===== config.mk =====
export PLATFORM = sky130hd
export DESIGN_NAME = move_history_stack_flat
export DESIGN_NICKNAME = d
export VERILOG_FILES = /design/src/rtl/move_history_stack_if.sv /design/src/rtl/move_history_stack.sv /design/src/flat_wrapper.sv
export SDC_FILE = /design/constraint.sdc
export NUM_CORES = 1
export LEC_CHECK = 0
export ABC_AREA = 0
export BUFFER_PORTS_ARGS = -buffer_cell sky130_fd_sc_hd__buf_4
export CAP_MARGIN = 15
export CORE_UTILIZATION = 55
export DETAILED_ROUTE_END_ITERATION = 8
export PLACE_DENSITY = 0.75
export SLEW_MARGIN = 10
export SYNTH_ARGS = -nofsm -noshare
export SYNTH_HDL_FRONTEND = slang
export SYNTH_SLANG_ARGS = --single-unit

===== constraint.sdc =====
create_clock -name clk -period 3.62 [get_ports clk]
set_clock_uncertainty 0.05 [all_clocks]
set_input_delay 0.543 -clock clk [delete_from_list [all_inputs] [get_ports clk]]
set_output_delay 0.543 -clock clk [all_outputs]
set_load 0.01 [all_outputs]

===== src/rtl/move_history_stack_if.sv =====
// Push / undo / board-write bundle shared by the move executor, the history stack and the board store.
// The executor side uses the master modport; the history stack uses the slave modport.
interface move_history_stack_if #(
  parameter int SQ_W    = 6,
  parameter int PIECE_W = 4,
  parameter int DEPTH   = 16
) ();
  localparam int CNT_W = $clog2(DEPTH + 1);

  logic               push_valid;
  logic               push_ready;
  logic [SQ_W-1:0]    push_from;
  logic [SQ_W-1:0]    push_to;
  logic [PIECE_W-1:0] push_moved;
  logic [PIECE_W-1:0] push_captured;
  logic               undo_req;
  logic               undo_ready;
  logic               undo_done;
  logic               clear;
  logic               bw_en;
  logic [SQ_W-1:0]    bw_addr;
  logic [PIECE_W-1:0] bw_data;
  logic [CNT_W-1:0]   count;
  logic               empty;
  logic               full;
  logic               overflow_err;
  logic               underflow_err;

  modport master (
    output push_valid, push_from, push_to, push_moved, push_captured, undo_req, clear,
    input  push_ready, undo_ready, undo_done, bw_en, bw_addr, bw_data, count, empty, full,
           overflow_err, underflow_err
  );

  modport slave (
    input  push_valid, push_from, push_to, push_moved, push_captured, undo_req, clear,
    output push_ready, undo_ready, undo_done, bw_en, bw_addr, bw_data, count, empty, full,
           overflow_err, underflow_err
  );
endinterface


===== src/rtl/move_history_stack.sv =====
// LIFO of executed chess moves held in a circular buffer, with a three-state undo engine
// that restores the moved piece and then the captured piece through the board write port.
module move_history_stack #(
  parameter int SQ_W      = 6,
  parameter int PIECE_W   = 4,
  parameter int DEPTH     = 16,
  parameter int OVERWRITE = 0
) (
  input  logic clk,
  input  logic rst_n,
  move_history_stack_if.slave bus
);
  localparam int REC_W = 2 * SQ_W + 2 * PIECE_W;
  localparam int CNT_W = $clog2(DEPTH + 1);
  localparam int PTR_W = $clog2(DEPTH);
  localparam logic [CNT_W:0]   DEPTH_X  = (CNT_W + 1)'(DEPTH);
  localparam logic [CNT_W-1:0] FULL_CNT = CNT_W'(DEPTH);

  typedef enum logic [1:0] {IDLE, WR_FROM, WR_TO} state_e;

  state_e             state_q;
  logic [REC_W-1:0]   mem_q [DEPTH];
  logic [PTR_W-1:0]   base_q;
  logic [CNT_W-1:0]   cnt_q;
  logic [SQ_W-1:0]    undoTo_q;
  logic [PIECE_W-1:0] undoCap_q;
  logic               bwEn_q;
  logic [SQ_W-1:0]    bwAddr_q;
  logic [PIECE_W-1:0] bwData_q;
  logic               done_q;
  logic               ovf_q;
  logic               unf_q;

  // Sum never exceeds 2*DEPTH-1, so one conditional subtract wraps correctly for any DEPTH.
  function automatic logic [PTR_W-1:0] wrapAdd(input logic [PTR_W-1:0] p,
                                               input logic [CNT_W-1:0] off);
    logic [CNT_W:0] s;
    s = (CNT_W + 1)'(p) + (CNT_W + 1)'(off);
    if (s >= DEPTH_X) s = s - DEPTH_X;
    return PTR_W'(s);
  endfunction

  logic             fullNow;
  logic             idleFree;
  logic             pushReady;
  logic             pushFire;
  logic             pushDrop;
  logic             undoFire;
  logic             undoUnder;
  logic [CNT_W-1:0] topOff;
  logic [PTR_W-1:0] topIdx;
  logic [PTR_W-1:0] wrIdx;
  logic [REC_W-1:0] topRec;

  assign fullNow   = (cnt_q == FULL_CNT);
  assign idleFree  = (state_q == IDLE) && !bus.clear;
  assign pushReady = idleFree && !bus.undo_req && (!fullNow || (OVERWRITE != 0));
  assign pushFire  = bus.push_valid && pushReady;
  assign pushDrop  = idleFree && !bus.undo_req && bus.push_valid && fullNow && (OVERWRITE == 0);
  assign undoFire  = idleFree && bus.undo_req && (cnt_q != '0);
  assign undoUnder = idleFree && bus.undo_req && (cnt_q == '0);

  // When full in ring mode the write slot equals the oldest slot, so one formula covers both cases.
  assign topOff = (cnt_q == '0) ? '0 : cnt_q - 1'b1;
  assign topIdx = wrapAdd(base_q, topOff);
  assign wrIdx  = wrapAdd(base_q, cnt_q);
  assign topRec = mem_q[topIdx];

  always_ff @(posedge clk) begin
    if (pushFire) begin
      mem_q[wrIdx] <= {bus.push_from, bus.push_to, bus.push_moved, bus.push_captured};
    end
  end

  always_ff @(posedge clk or negedge rst_n) begin
    if (!rst_n) begin
      state_q   <= IDLE;
      base_q    <= '0;
      cnt_q     <= '0;
      undoTo_q  <= '0;
      undoCap_q <= '0;
      bwEn_q    <= 1'b0;
      bwAddr_q  <= '0;
      bwData_q  <= '0;
      done_q    <= 1'b0;
      ovf_q     <= 1'b0;
      unf_q     <= 1'b0;
    end else begin
      bwEn_q <= 1'b0;
      done_q <= 1'b0;
      ovf_q  <= 1'b0;
      unf_q  <= 1'b0;
      if (bus.clear) begin
        state_q <= IDLE;
        base_q  <= '0;
        cnt_q   <= '0;
      end else begin
        case (state_q)
          IDLE: begin
            if (undoFire) begin
              cnt_q     <= cnt_q - 1'b1;
              undoTo_q  <= topRec[2*PIECE_W +: SQ_W];
              undoCap_q <= topRec[PIECE_W-1:0];
              bwEn_q    <= 1'b1;
              bwAddr_q  <= topRec[REC_W-1 -: SQ_W];
              bwData_q  <= topRec[PIECE_W +: PIECE_W];
              state_q   <= WR_FROM;
            end else if (undoUnder) begin
              unf_q <= 1'b1;
            end else if (pushFire) begin
              if (fullNow) base_q <= wrapAdd(base_q, CNT_W'(1));
              else         cnt_q  <= cnt_q + 1'b1;
            end else if (pushDrop) begin
              ovf_q <= 1'b1;
            end
          end
          WR_FROM: begin
            bwEn_q   <= 1'b1;
            bwAddr_q <= undoTo_q;
            bwData_q <= undoCap_q;
            done_q   <= 1'b1;
            state_q  <= WR_TO;
          end
          default: state_q <= IDLE;
        endcase
      end
    end
  end

  assign bus.push_ready    = pushReady;
  assign bus.undo_ready    = (state_q == IDLE);
  assign bus.undo_done     = done_q;
  assign bus.bw_en         = bwEn_q;
  assign bus.bw_addr       = bwAddr_q;
  assign bus.bw_data       = bwData_q;
  assign bus.count         = cnt_q;
  assign bus.empty         = (cnt_q == '0);
  assign bus.full          = fullNow;
  assign bus.overflow_err  = ovf_q;
  assign bus.underflow_err = unf_q;
endmodule

===== src/flat_wrapper.sv =====
// flat-port wrapper written by rule: the top's interface ports become plain ports
module move_history_stack_flat 
#(
  parameter int SQ_W      = 6,
  parameter int PIECE_W   = 4,
  parameter int DEPTH     = 16,
  parameter int OVERWRITE = 0
)
  (clk, rst_n, bus_push_valid, bus_push_from, bus_push_to, bus_push_moved, bus_push_captured, bus_undo_req, bus_clear, bus_push_ready, bus_undo_ready, bus_undo_done, bus_bw_en, bus_bw_addr, bus_bw_data, bus_count, bus_empty, bus_full, bus_overflow_err, bus_underflow_err);
  move_history_stack_if #(.SQ_W(SQ_W), .PIECE_W(PIECE_W), .DEPTH(DEPTH)) bus_i ();
  input  logic clk;
  input  logic rst_n;
  input wire logic [$bits(bus_i.push_valid)-1:0] bus_push_valid;
  input wire logic [$bits(bus_i.push_from)-1:0] bus_push_from;
  input wire logic [$bits(bus_i.push_to)-1:0] bus_push_to;
  input wire logic [$bits(bus_i.push_moved)-1:0] bus_push_moved;
  input wire logic [$bits(bus_i.push_captured)-1:0] bus_push_captured;
  input wire logic [$bits(bus_i.undo_req)-1:0] bus_undo_req;
  input wire logic [$bits(bus_i.clear)-1:0] bus_clear;
  output wire logic [$bits(bus_i.push_ready)-1:0] bus_push_ready;
  output wire logic [$bits(bus_i.undo_ready)-1:0] bus_undo_ready;
  output wire logic [$bits(bus_i.undo_done)-1:0] bus_undo_done;
  output wire logic [$bits(bus_i.bw_en)-1:0] bus_bw_en;
  output wire logic [$bits(bus_i.bw_addr)-1:0] bus_bw_addr;
  output wire logic [$bits(bus_i.bw_data)-1:0] bus_bw_data;
  output wire logic [$bits(bus_i.count)-1:0] bus_count;
  output wire logic [$bits(bus_i.empty)-1:0] bus_empty;
  output wire logic [$bits(bus_i.full)-1:0] bus_full;
  output wire logic [$bits(bus_i.overflow_err)-1:0] bus_overflow_err;
  output wire logic [$bits(bus_i.underflow_err)-1:0] bus_underflow_err;
  assign bus_i.push_valid = bus_push_valid;
  assign bus_i.push_from = bus_push_from;
  assign bus_i.push_to = bus_push_to;
  assign bus_i.push_moved = bus_push_moved;
  assign bus_i.push_captured = bus_push_captured;
  assign bus_i.undo_req = bus_undo_req;
  assign bus_i.clear = bus_clear;
  assign bus_push_ready = bus_i.push_ready;
  assign bus_undo_ready = bus_i.undo_ready;
  assign bus_undo_done = bus_i.undo_done;
  assign bus_bw_en = bus_i.bw_en;
  assign bus_bw_addr = bus_i.bw_addr;
  assign bus_bw_data = bus_i.bw_data;
  assign bus_count = bus_i.count;
  assign bus_empty = bus_i.empty;
  assign bus_full = bus_i.full;
  assign bus_overflow_err = bus_i.overflow_err;
  assign bus_underflow_err = bus_i.underflow_err;
  move_history_stack #(.SQ_W(SQ_W), .PIECE_W(PIECE_W), .DEPTH(DEPTH), .OVERWRITE(OVERWRITE)) u_core (.clk(clk), .rst_n(rst_n), .bus(bus_i));
endmodule

# Yosys cells after proc, flatten, opt, wreduce, memory -nomap -nowiden
# Memory sizes are Yosys's and may differ from the RTL's.
# Index checks and enable logic that the tools add are counted.
# classes
addsub,8
mul,0
div_mod_pow,0
n_lt_le_gt_ge,3
eq_ne,8
n_shift,0
mux,40
bitwise,1
n_reduce_logical,24
# ops
cell,n
two-way mux 4 bit,10
two-way mux 5 bit,7
two-way mux 1 bit,16
adder 4 x 5 -> 6 bit,2
greater-or-equal comparator 6 x 5 -> 1 bit (second input constant),2
one-hot mux 6 bit (2 select lines),1
subtractor 4 x 1 -> 4 bit (second input constant),3
logical AND 1 bit,9
one-hot mux 4 bit (2 select lines),1
nonzero test 2 bit,4
two-way mux 6 bit,1
!= test 3 x 2 -> 1 bit (second input constant),2
AND reduction 3 bit,2
adder 4 x 1 -> 5 bit (second input constant),1
adder 5 x 1 -> 5 bit (second input constant),1
equality test 5 bit (second input constant),1
greater-or-equal comparator 5 bit (second input constant),1
logical NOT 5 bit,1
AND reduction 5 bit,1
nonzero test 5 bit,1
subtractor 5 x 1 -> 5 bit (second input constant),1
two-way mux 2 bit,2
!= test 2 bit (second input constant),2
one-hot mux 2 bit (2 select lines),1
9 further kinds,11
# word_totals
ff_bits,35
latch_bits,0
ram_bits,320
romBits,0
input_bits,25
out_inout_bits,23
elab_cells,96
memories,1
# memory_table
memory,words,width,read_ports,rd_clocked_by_memory_dff,wr,line_no,source
u_core.mem_q,16,20,1,0,1,move_history_stack.sv:22,logic [REC_W-1:0] mem_q [DEPTH];

# Logic depth before layout (Yosys ltp)
# Gate-level depths: netlist of run 1.
# depth
ltp_word,11
ltp_mapped,13
mapped_depth_nobuf,11

# Least setup slack after synthesis of run 1
# Ideal clock, no wire load.
# synth_path
kind,register to register
start,"register u_core.cnt_q[1], in the netlist u_core.bus.count[1]"
end,register u_core.undoCap_q[3]
setup_ns,0.126
t_arrival_ns,3.435
required_ns,3.444
path_slack_ns,0.009
stages_incl_launch_ff,14
path_buffers,3
period_less_slack_ns,3.611
cell_sequence,dfrtp_1 -> inv_1 -> ha_1 -> nor4b_4 -> nor2_1 -> ha_1 -> fa_1 -> buf_4 -> buf_4 -> buf_1 -> mux4_2 -> mux2i_1 -> nor2_1 -> a221o_1
# synth_between
elab_chain_len,6
word_cells_on_any_way,11
cone_classes,3 x add/sub; 1 x order compare; 2 x mux; 4 x reduce/logical; 1 x memory
# synth_lines
item,line_no,source
"start, declared",move_history_stack.sv:24,logic [CNT_W-1:0] cnt_q;
"start signal, assigned",move_history_stack.sv:101,cnt_q <= cnt_q - 1'b1;
"start signal, assigned",move_history_stack.sv:112,else cnt_q <= cnt_q + 1'b1;
logical NOT 5 bit *,n/a,
net bus_empty,flat_wrapper.sv:27,output wire logic [$bits(bus_i.empty)-1:0] bus_empty;
two-way mux 5 bit *,move_history_stack.sv:64,assign topOff = (cnt_q == '0) ? '0 : cnt_q - 1'b1;
adder 4 x 5 -> 6 bit *,move_history_stack.sv:38,s = (CNT_W + 1)'(p) + (CNT_W + 1)'(off);
greater-or-equal comparator 6 x 5 -> 1 bit or subtractor 4 x 1 -> 4 bit (tied branches),move_history_stack.sv:39,if (s >= DEPTH_X) s = s - DEPTH_X;
two-way mux 4 bit *,move_history_stack.sv:39,
memory read (16 x 20 bit) *,n/a,
"end signal, assigned",move_history_stack.sv:103,undoCap_q <= topRec[PIECE_W-1:0];
"end, declared",move_history_stack.sv:26,logic [PIECE_W-1:0] undoCap_q;
# Mark *: on every way through the listed nets, which the timed path passes. The rest lies on a longest branch.
# A chain may end at the register's enable or synchronous reset.

# Final worst setup path of run 1
# layout_path
start,"register u_core.cnt_q[1], in the netlist u_core.bus.count[1]"
end,"register u_core.bwData_q[0], in the netlist u_core.bus.bw_data[0]"
# layout_between
elab_chain_len,8
word_cells_on_any_way,14
cone_classes,3 x add/sub; 1 x order compare; 1 x eq/ne; 4 x mux; 4 x reduce/logical; 1 x memory
# layout_lines
item,line_no,source
subtractor 5 x 1 -> 5 bit or logical NOT 5 bit (tied branches),move_history_stack.sv:64,
two-way mux 5 bit,move_history_stack.sv:64,
adder 4 x 5 -> 6 bit,move_history_stack.sv:38,
greater-or-equal comparator 6 x 5 -> 1 bit or subtractor 4 x 1 -> 4 bit (tied branches),move_history_stack.sv:39,
two-way mux 4 bit,move_history_stack.sv:39,
memory read (16 x 20 bit),n/a,
two-way mux 4 bit,move_history_stack.sv:100,if (undoFire) begin
one-hot mux 4 bit (2 select lines),move_history_stack.sv:98,case (state_q)
"end signal, assigned",move_history_stack.sv:106,bwData_q <= topRec[PIECE_W +: PIECE_W];
"end signal, assigned",move_history_stack.sv:120,bwData_q <= undoCap_q;
"end, declared",move_history_stack.sv:29,logic [PIECE_W-1:0] bwData_q;
# Several ways; a longest one is shown, not always the timed one. The select of a mux whose other input is x is not followed.

==> results of run 1 <==
-- state kept, by name, indices dropped and copies added, names as in the netlist --
name and count:
u_core.base_q 4, u_core.undoCap_q 4, u_core.bus.bw_data 4, u_core.mem_q 320
u_core.state_q 2, u_core.bus.overflow_err 1, u_core.undoTo_q 6, u_core.bus.count 5
u_core.bus.underflow_err 1, u_core.bus.bw_addr 6, u_core.bus.undo_done 1, u_core.bus.bw_en 1
-- final cells by class --
| cell class | instances | area, um2 |
|---|---|---|
| Clock buffer | 50 | 994.7 |
| Clock inverter | 12 | 183.9 |
| Fill cell | 1543 | 8573 |
| Inverter | 4 | 15.01 |
| Multi-Input combinational cell | 300 | 3531 |
| Sequential cell | 355 | 10490 |
| Tap cell | 330 | 412.9 |
| Timing Repair Buffer | 99 | 985.9 |
-- cell usage in the layout, fill, tap and decap left out, types with 4 or more instances in the layout --
cell,n
edfxtp_1,320
buf_4,81
mux4_2,80
clkbuf_16,41
mux2i_1,37
dfrtp_1,35
nor2_1,31
a211oi_1,22
nor2_2,16
o21ai_0,12
buf_12,12
a211o_1,11
clkbuf_1,11
a221o_1,10
a22o_1,10
nor2b_1,7
ha_1,7
xnor2_1,6
nand2_1,6
nor3_1,5
bufinv_16,5
nand3b_1,4
or3_1,4
-- what timing repair did --
item | CTS | global route
hold buffers | 1 | 0
setup endpoints to repair | 0 | 13
setup buffers | 0 | 3
gates resized for setup | 0 | 7
hold endpoints to repair | 35 | 0
-- power groups by stage --
stage	Sequential [mW]	Combinational, mW	Clock (mW)
CTS	4.78	5.53	3.72
finish	4.80	5.92	3.68
detailed placement	4.87	5.47	0
floorplan	4.84	3.92	0
global placement	4.86	5.35	0
global route	4.80	6.29	3.87
-- worst reg2reg max path: stages, from the launching register on --
cell,delay [ns]
dfrtp_1,0.41
inv_2,0.09
ha_2,0.18
nor4b_4,0.21
nor2_1,0.10
ha_4,0.17
fa_4,0.78
buf_12,0.15
clkbuf_16,0.17
mux4_2,0.50
mux2i_2,0.19
nor2_1,0.09
a211o_1,0.31
-- cells by family (layout without fill, tap and decap cells) --
family          Yosys count  count (layout)  share of synthesized area, %
buf+inv                  42             165                         1.505
xor+xnor                 10              10                        0.6196
simple gates             85              85                         3.018
fa+ha+maj                11              11                         1.080
mux                     120             120                         15.58
compound gates           74              74                         4.027
flops                   355             355                         74.17
-- synth_stat cells (2+ instances only) --
cell type	count	area share, %
buf_2	22	0.78
buf_6	2	0.16
a22o_1	10	0.62
nor2b_1	7	0.31
buf_1	4	0.11
clkbuf_1	6	0.16
xnor2_1	6	0.37
buf_4	3	0.16
or3_1	4	0.18
nor3_1	5	0.18
inv_1	4	0.11
a221o_1	10	0.71
mux4_2	80	13
a211o_1	11	0.68
edfxtp_1	320	68
a21o_1	2	0.11
ha_1	9	0.80
a21oi_1	3	0.11
xor2_1	4	0.25
a211oi_1	22	1.2
o21ai_0	12	0.42
fa_1	2	0.28
nand3b_1	4	0.21
nand2_1	6	0.16
dfrtp_1	35	6.2
and3_1	3	0.13
nor2_1	47	1.2
mux2i_1	40	2.8
-- path summary, 6_finish.rpt --
kind | from | cells past startpoint | endpoint | slack, ns
max reg2reg | u_core.bus.count[1] | 12 | u_core.bus.bw_data[0] | 0.1
min in group asynchronous | rst_n | 2 | u_core.bus.count[4] | 0.50
min | bus_clear | 2 | u_core.bus.count[3] | 0.27
max in group asynchronous | rst_n | 2 | u_core.bus.bw_data[0] | 2.65
max | u_core.bus.count[1] | 12 | u_core.bus.bw_data[0] | 0.1
min reg2reg | u_core.undoTo_q[0] | 1 | u_core.undoTo_q[0] | 0.48
-- through the flow --
stage | hold slack [ns] | util, %
finish | 0.2747 | 65.95
global route | 0.2691 | 65.95
CTS | 0.2521 | 65.33
detailed placement | 0.4621 | 60.61
global placement | 0.4545 | 60.61
floorplan | 0.1974 | -
-- per-layer routing --
layer | wire, um | track usage (%) | up-vias
met5 | 0 | 0 | -
met4 | 1322 | 10.33 | 0
met3 | 2309 | 4.877 | 88
met2 | 15890 | 40.25 | 351
met1 | 12490 | 32.36 | 3803
li1 | - | - | 3075
==> impl_metrics.py, run 1 <==
metrics = {
    "drt": {
        "routedWlPerCell_um": 27.84,
        "wl_um": 32010,
        "antenna_left": 0,
        "dr.pass1.iters": 5,
        "drt_iter0_markers": 765,
        "vias": 7317,
        "post-route-drc-count": 0,
        "viasPerCell": 6.363,
    },
    "min_path": {
        "worstHoldPathType": "in -> reg",
    },
    "sta": {
        "setup_viol": 0,
        "layout_setup_ws_ns": 0.09943,
        "slew_headroom_pct": 28.16,
        "slew_viol_final": 0,
        "max_freq_ghz": 0.2840,
        "setup_tns_ns": 0,
        "timing.final.crit_share_pct": 97.25,
        "min_period_ns": 3.521,
        "worst_pin_slew_ns": 1.074,
        "finalHoldViolCount": 0,
    },
    "placed_design": {
        "place_inst": 1080,
        "placed_area_mm2": 0.01526,
        "post-place-ws_ns": 0.06038,
        "port-buffer-count": 47,
        "dpl.hpwl_um": 18550,
        "gp_congestion": 0.8830,
    },
    "worst_setup_path": {
        "path_buf_inv": 3,
        "slowest_stage": "fa_4",
        "cp_slowest_stage_delay_ns": 0.78,
        "cp_common_cell": "nor2_1",
        "crit_arrival_ns": 3.85,
        "cp-start-kind": "flop",
        "critPathRequiredTime_ns": 3.95,
        "worstPathMaxFanout": 5,
        "critical_path.cell_chain": "inv_2 > ha_2 > nor4b_4 > nor2_1 > ha_4 > fa_4 > buf_12 > clkbuf_16 > mux4_2 > mux2i_2 > nor2_1 > a211o_1",
        "crit_type": "reg -> reg",
        "worstSetupEndpointType": "flop",
        "path_delay_family": "adder cells",
    },
    "yosys": {
        "ys_ff_latch": 355,
        "synth_async_sr_flop_share_pct": 9.859,
        "synth_cell_types": 42,
        "synth_fp_nets": 733,
        "ys_seq_area_share_pct": 74.17,
        "synth_flop_cell": "edfxtp_1",
        "yosys_warnings": 0,
        "syn_inst": 697,
        "avgSynthCellArea_um2": 20.28,
        "synth_edf_count": 320,
        "syn_area_mm2": 0.01414,
    },
    "global_route": {
        "grt_pass1_vias": 7490,
        "globalRouteTotalUtil_pct": 24.55,
        "grt_max_degree": 43,
        "grt-ovfl-total": 0,
        "grt_antenna_before_repair": 0,
        "grt_pass1_wl_um": 46100,
    },
    "cells_and_area": {
        "design_area_mm2": 0.01661,
        "area_growth_pct": 17.49,
        "fin_cells": 1150,
        "drive_above_1_share_pct": 30.85,
        "nNetsFinal": 830,
        "n_antenna_cell": 0,
    },
    "cts": {
        "clockRootBuffer": "clkbuf_16",
        "htree_levels": 2,
        "cts_tree": "built",
        "cts_made_buffers": 34,
        "cts_buffer_depth": 3,
        "clk_latency_ns": 0.51,
        "path_clk_slew_ns": 0.06,
        "cts.sinks": 355,
    },
    "flow_run": {
        "maxCapViolations": 0,
    },
    "power_and_ir_drop": {
        "combPwrFrac_pct": 41.1,
        "pwr_density_cell_mw_per_mm2": 867.0,
        "p_int_mw": 9.989,
        "switchingPower_mw": 4.411,
        "finalPower_mw": 14.40,
        "switching_share_pct": 30.63,
        "power_frac_seq_pct": 33.3,
        "peakVddDrop_mv": 0.7238,
        "p_leak_nw": 5.641,
        "pwr-share-clk_pct": 25.6,
    },
    "die": {
        "dieArea_mm2": 0.02635,
        "die_y_um": 162.3,
        "design.core.area_mm2": 0.02518,
        "num_rows": 58,
        "die_w_um": 162.3,
        "start_util_pct": 56.14,
        "io_pins": 48,
    },
    "run_status": {
        "status": "finished, final reports clean",
    },
}
No activity file was read; power rests on OpenSTA's default activity.
==> inputs of run 2 (changes only) <==
--- a/config.mk
+++ b/config.mk
@@ -10,7 +10,8 @@
 export CAP_MARGIN = 15
 export CORE_UTILIZATION = 55
 export DETAILED_ROUTE_END_ITERATION = 8
-export PLACE_DENSITY = 0.75
+export PLACE_DENSITY = 0.72
+export REMOVE_ABC_BUFFERS = 1
 export SLEW_MARGIN = 10
 export SYNTH_ARGS = -nofsm -noshare
 export SYNTH_HDL_FRONTEND = slang
==> constraint.sdc (replaced) <==
create_clock -name clk -period 4.08 [get_ports clk]
set_clock_uncertainty 0.05 [all_clocks]
set_input_delay 0.612 -clock clk [delete_from_list [all_inputs] [get_ports clk]]
set_output_delay 0.612 -clock clk [all_outputs]
set_load 0.01 [all_outputs]
==> run 2 against run 1 <==
  * Routed wire length is 2.9% lower
  * Global-route usage is 0.26 points higher
  * Sequential share of layout area is 1.2 points higher
  * Clock-buffer cell count is 6 higher
  * Via count is 0.25% lower
  * Maximum frequency is 6.5% lower
  * Critical endpoint is now u_core.bus.bw_data[1]
  * Largest cell class unchanged
==> impl_metrics.py, run 2 (synthesized netlist as in run 1, its figures left out) <==
metrics = {
    "run_status": {
        "status": "finished, final reports clean",
    },
    "drt": {
        "wl_um": 31100,
        "routedWlPerCell_um": 27.11,
        "met3_length_um": 2535,
        "dr_wl_met2_um": 14620,
        "vias": 7299,
        "post-route-drc-count": 0,
        "top_layer_used": "met4",
        "wirelength_met1_um": 13090,
        "drt_iter0_markers": 915,
        "viasPerCell": 6.364,
        "dr.pass1.iters": 5,
        "antenna_left": 0,
    },
    "sta": {
        "finalHoldViolCount": 0,
        "max_freq_ghz": 0.2655,
        "slew_viol_final": 0,
        "layout_setup_ws_ns": 0.3141,
        "min_period_ns": 3.766,
        "rsz0062_at_grt": "no",
        "setup_tns_ns": 0,
        "setup_viol": 0,
        "slew_headroom_pct": 35.73,
        "worst_pin_slew_ns": 0.9605,
        "timing.final.crit_share_pct": 92.30,
    },
    "cts": {
        "cts_tree": "built",
        "path_clk_slew_ns": 0.06,
        "cts_buffer_depth": 3,
        "cts.sinks": 355,
        "clk_latency_ns": 0.52,
        "cts_made_buffers": 36,
        "htree_levels": 2,
        "postCtsSetupRepairBufs": 0,
        "cts.repair.resized": 0,
        "clockRootBuffer": "clkbuf_16",
        "holdBufCountCts": 0,
    },
    "placed_design": {
        "place_inst": 1081,
        "gp_congestion": 0.8035,
        "port-buffer-count": 47,
        "dpl.hpwl_um": 18430,
        "post-place-ws_ns": 0.3170,
        "placed_area_mm2": 0.01520,
    },
    "power_and_ir_drop": {
        "p_int_mw": 8.286,
        "p_leak_nw": 5.530,
        "combPwrFrac_pct": 39.0,
        "switching_share_pct": 30.93,
        "pwr_density_cell_mw_per_mm2": 736.3,
        "switchingPower_mw": 3.711,
        "peakVddDrop_mv": 0.6157,
        "power_frac_seq_pct": 35.5,
        "pwr-share-clk_pct": 25.5,
    },
    "cells_and_area": {
        "final_cell_mix": "320 x edfxtp_1, 86 x buf_4, 80 x mux4_2",
        "largest_register_ffs": 320,
        "mostFrequentLayoutCell": "edfxtp_1",
        "fin_cells": 1147,
        "design_area_mm2": 0.01629,
        "nNetsFinal": 825,
        "drive_above_1_share_pct": 29.74,
        "largest_register": "u_core.mem_q",
        "area_growth_pct": 15.25,
        "final_util_pct": 64.70,
        "n_antenna_cell": 0,
    },
    "worst_setup_path": {
        "critPathRequiredTime_ns": 4.43,
        "worstPathMaxFanout": 20,
        "reg2reg_slack_ns": 0.31,
        "r2r_end": "u_core.bus.bw_data[1]",
        "cp_slowest_stage_delay_ns": 0.94,
        "cp-start-kind": "flop",
        "crit_type": "reg -> reg",
        "crit_start": "u_core.bus.count[1]",
        "r2r_start": "u_core.bus.count[1]",
        "critical_path.cell_chain": "inv_1 > ha_1 > nor4b_4 > nor2_1 > ha_4 > fa_4 > buf_12 > mux4_2 > mux2i_1 > nor2_1 > a211o_1",
        "rr_worst_depth": 11,
        "crit_arrival_ns": 4.12,
        "worstSetupEndpointType": "flop",
        "cp_common_cell": "nor2_1",
        "endpoint": "u_core.bus.bw_data[1]",
        "slowest_stage": "fa_4",
    },
    "die": {
        "dieArea_mm2": 0.02635,
        "num_rows": 58,
        "die_y_um": 162.3,
        "start_util_pct": 56.14,
        "design.core.area_mm2": 0.02518,
        "io_pins": 48,
        "die_w_um": 162.3,
    },
    "global_route": {
        "grt-ovfl-total": 0,
        "grt_pass1_vias": 7380,
        "globalRouteTotalUtil_pct": 24.82,
        "grt_max_degree": 61,
        "grt_pass1_wl_um": 46720,
        "grt_antenna_before_repair": 0,
    },
    "flow_run": {
        "maxCapViolations": 0,
    },
    "min_path": {
        "worstHoldPathType": "in -> async",
    },
}
[run 2: routing by layer]
layer / track usage [%] / up-vias
li1: - / 3066
met1: 36.62 / 3815
met2: 37.47 / 355
met3: 4.775 / 63
met4: 8.619 / 0
met5: 0 / -
[run 2: critical path: cells and delay by family (launching register included)]
family	cells	cell delay, ns
compound gates	1	0.29
fa+ha+maj	3	1.31
simple gates	3	0.40
mux	2	0.72
flops	1	0.48
buf+inv	2	0.40
[run 2: power groups by stage]
stage	logic (mW)	clock network, mW	registers (mW)
2_1_floorplan	3.38	0	4.30
3_3_place_gp	4.63	0	4.33
3_5_place_dp	4.72	0	4.33
4_1_cts	4.73	3.10	4.26
5_1_grt	5.04	3.23	4.27
6_report	4.68	3.06	4.26
[run 2: layout make-up]
| class | count | area [um2] |
|---|---|---|
| Tap cell | 330 | 412.9 |
| Clock inverter | 10 | 58.81 |
| Inverter | 4 | 15.01 |
| Sequential cell | 355 | 10490 |
| Multi-Input combinational cell | 300 | 3517 |
| Timing Repair Buffer | 92 | 765.7 |
| Clock buffer | 56 | 1037 |
| Fill cell | 1643 | 8890 |
[run 2: worst min-delay path by stage]
stage                             startpoint                        to  cells after the start  slack, ns
after CTS                              rst_n  u_core.bus.underflow_err                      1       0.05
after global routing                   rst_n     u_core.bus.bw_data[0]                      1       0.08
after floorplan                        rst_n          u_core.base_q[0]                      0       0.27
after detailed placement  u_core.undoTo_q[3]        u_core.undoTo_q[3]                      1       0.45
after global placement    u_core.undoTo_q[3]        u_core.undoTo_q[3]                      1       0.45
final                                  rst_n  u_core.bus.underflow_err                      1       0.04
[run 2: metrics by stage]
stage,hold WS [ns],power (mW)
after floorplan,0.2664,7.681
after global placement,0.4542,8.957
after detailed placement,0.4538,9.051
after CTS,0.05113,12.09
after global routing,0.07608,12.54
final,0.04254,12.00
==> inputs of run 3 (changes only) <==
--- a/config.mk
+++ b/config.mk
@@ -8,9 +8,8 @@
 export ABC_AREA = 0
 export BUFFER_PORTS_ARGS = -buffer_cell sky130_fd_sc_hd__buf_4
 export CAP_MARGIN = 15
-export CORE_UTILIZATION = 55
+export CORE_UTILIZATION = 36
 export DETAILED_ROUTE_END_ITERATION = 8
-export PLACE_DENSITY = 0.72
 export REMOVE_ABC_BUFFERS = 1
 export SLEW_MARGIN = 10
 export SYNTH_ARGS = -nofsm -noshare
==> constraint.sdc (replaced) <==
create_clock -name clk -period 4.2 [get_ports clk]
set_clock_uncertainty 0.05 [all_clocks]
set_input_delay 0.63 -clock clk [delete_from_list [all_inputs] [get_ports clk]]
set_output_delay 0.63 -clock clk [all_outputs]
set_load 0.01 [all_outputs]
==> run 3 against run 2 <==
  * Sequential cell count is the same
  * Global-route usage shrank 8.5 points
  * Register-to-register slack gained 0.03 ns
  * Sequential share of layout area shrank 1.4 points
  * Largest cell class unchanged
  * Critical endpoint is now u_core.bus.bw_addr[0]
  * Non-clock buffer count shrank 7
  * Final cell count grew 16%
  * Clock-buffer cell count shrank 4
==> impl_metrics.py, run 3 (synthesized netlist as in run 1, its figures left out) <==
metrics = {
    "drt": {
        "viasPerCell": 5.270,
        "dr.pass1.iters": 5,
        "drt_iter0_markers": 678,
        "antenna_left": 0,
        "vias": 7030,
        "wl_um": 32130,
        "post-route-drc-count": 0,
        "routedWlPerCell_um": 24.08,
    },
    "worst_setup_path": {
        "endpoint": "u_core.bus.bw_addr[0]",
        "crit_start": "u_core.bus.count[1]",
        "cp_slowest_stage_delay_ns": 1.01,
        "r2r_start": "u_core.bus.count[1]",
        "slowest_stage": "fa_4",
        "cp-start-kind": "flop",
        "cp_common_cell": "nor2_1",
        "critical_path.cell_chain": "inv_1 > ha_1 > nor4b_4 > nor2_1 > ha_4 > fa_4 > buf_12 > mux4_2 > mux2i_1 > nor2_1 > a211o_1",
        "rr_worst_depth": 11,
        "reg2reg_slack_ns": 0.34,
        "worstSetupEndpointType": "flop",
        "crit_type": "reg -> reg",
        "r2r_end": "u_core.bus.bw_addr[0]",
        "crit_arrival_ns": 4.22,
        "critPathRequiredTime_ns": 4.56,
        "worstPathMaxFanout": 27,
    },
    "die": {
        "dieArea_mm2": 0.04006,
        "design.core.area_mm2": 0.03865,
        "num_rows": 72,
        "start_util_pct": 36.58,
        "io_pins": 48,
        "die_y_um": 200.2,
        "die_w_um": 200.2,
    },
    "sta": {
        "rsz0062_at_grt": "no",
        "max_freq_ghz": 0.2591,
        "hold_slack_ns": 0.05478,
        "timing.final.crit_share_pct": 91.91,
        "worst_pin_slew_ns": 0.9849,
        "slew_viol_final": 0,
        "slew_headroom_pct": 34.33,
        "min_period_ns": 3.860,
        "setup_viol": 0,
        "finalHoldViolCount": 0,
    },
    "cells_and_area": {
        "final_cell_mix": "320 x edfxtp_1, 80 x mux4_2, 78 x buf_4",
        "nFillCells": 3291,
        "largest_register": "u_core.mem_q",
        "drive_above_1_share_pct": 29.78,
        "n_antenna_cell": 0,
        "final_util_pct": 43.10,
        "nNetsFinal": 821,
        "largest_register_ffs": 320,
        "area_growth_pct": 17.83,
        "mostFrequentLayoutCell": "edfxtp_1",
    },
    "cts": {
        "htree_levels": 2,
        "clk_latency_ns": 0.54,
        "holdBufCountCts": 0,
        "cts_tree": "built",
        "cts.sinks": 355,
        "cts_made_buffers": 39,
        "path_clk_slew_ns": 0.06,
        "postCtsSetupRepairBufs": 0,
        "clockRootBuffer": "clkbuf_16",
        "cts_buffer_depth": 3,
        "cts.repair.resized": 0,
    },
    "global_route": {
        "grt_pass1_wl_um": 47920,
        "globalRouteTotalUtil_pct": 16.28,
        "grt_pass1_vias": 7259,
        "grt-ovfl-total": 0,
        "grt_max_degree": 61,
        "grt_antenna_before_repair": 0,
    },
    "placed_design": {
        "gp_congestion": 0.7659,
        "dpl.hpwl_um": 17980,
        "port-buffer-count": 47,
    },
    "min_path": {
        "worstHoldPathType": "in -> async",
    },
    "flow_run": {
        "maxCapViolations": 0,
    },
    "run_status": {
        "status": "finished, final reports clean",
    },
    "power_and_ir_drop": {
        "peakVddDrop_mv": 0.4551,
        "p_leak_nw": 5.568,
        "pwr_density_cell_mw_per_mm2": 726.9,
    },
}
run 3: cell types whose count changed in the layout (fill, tap and decap cells not counted), sizes merged:
cell and delta:
clkbuf -4, bufinv +4, buf -7, clkinvlp +1, inv +1, clkinv +4
run 3: how the worst min path moves through the flow:
stage	from	end	cells past startpoint	slack, ns
after detailed placement	u_core.undoTo_q[2]	u_core.undoTo_q[2]	1	0.46
after global placement	u_core.undoTo_q[0]	u_core.undoTo_q[0]	1	0.46
after CTS	rst_n	u_core.bus.bw_data[0]	1	0.04
after global routing	rst_n	u_core.undoTo_q[2]	1	0.07
final	rst_n	u_core.undoTo_q[2]	1	0.05
after floorplan	rst_n	u_core.base_q[0]	0	0.28
run 3: power breakdown:
group	switching [mW]	internal, mW
clock	1.36	2.01
combinational	2.25	2.36
sequential	0.129	4.01
total	3.74	8.37
run 3: critical path, delay by kind of cell, from the launching register on:
kind	cells	cell delay (ns)
AOI/OAI and AO/OA	1	0.29
adders and majority gates	3	1.36
buffers and inverters	2	0.41
DFF	1	0.49
muxes	2	0.75
and+or+nand+nor	3	0.38
run 3: final cells by class:
class                           count  area (um2)  area share [%]
Multi-Input combinational cell    300        3521           21.14
Clock inverter                     20       217.7           1.307
Inverter                            4       15.01         0.09014
Timing Repair Buffer               85       725.7           4.357
Sequential cell                   355       10490           62.95
Tap cell                          518       648.1           3.891
Clock buffer                       52        1045           6.272
run 3: per-layer routing:
metal / track usage (%) / part of all wire, %
met2: 26.86 / 49
met3: 3.173 / 5.9
met1: 22.15 / 44
met4: 4.121 / 1.7
met5: 0 / 0
run 3: stage by stage:
step,total power [mW],setup slack [ns],setup TNS (ns),std cells,instance area (um2)
5_1_grt,12.67,0.1827,0,1334,16660
2_1_floorplan,7.513,-2.051,-37.83,659,13940
6_report,12.11,0.3399,0,1334,16660
3_3_place_gp,8.881,0.3990,0,1262,15390
4_1_cts,12.27,0.3438,0,1334,16660
3_5_place_dp,8.902,0.3563,0,1262,15390
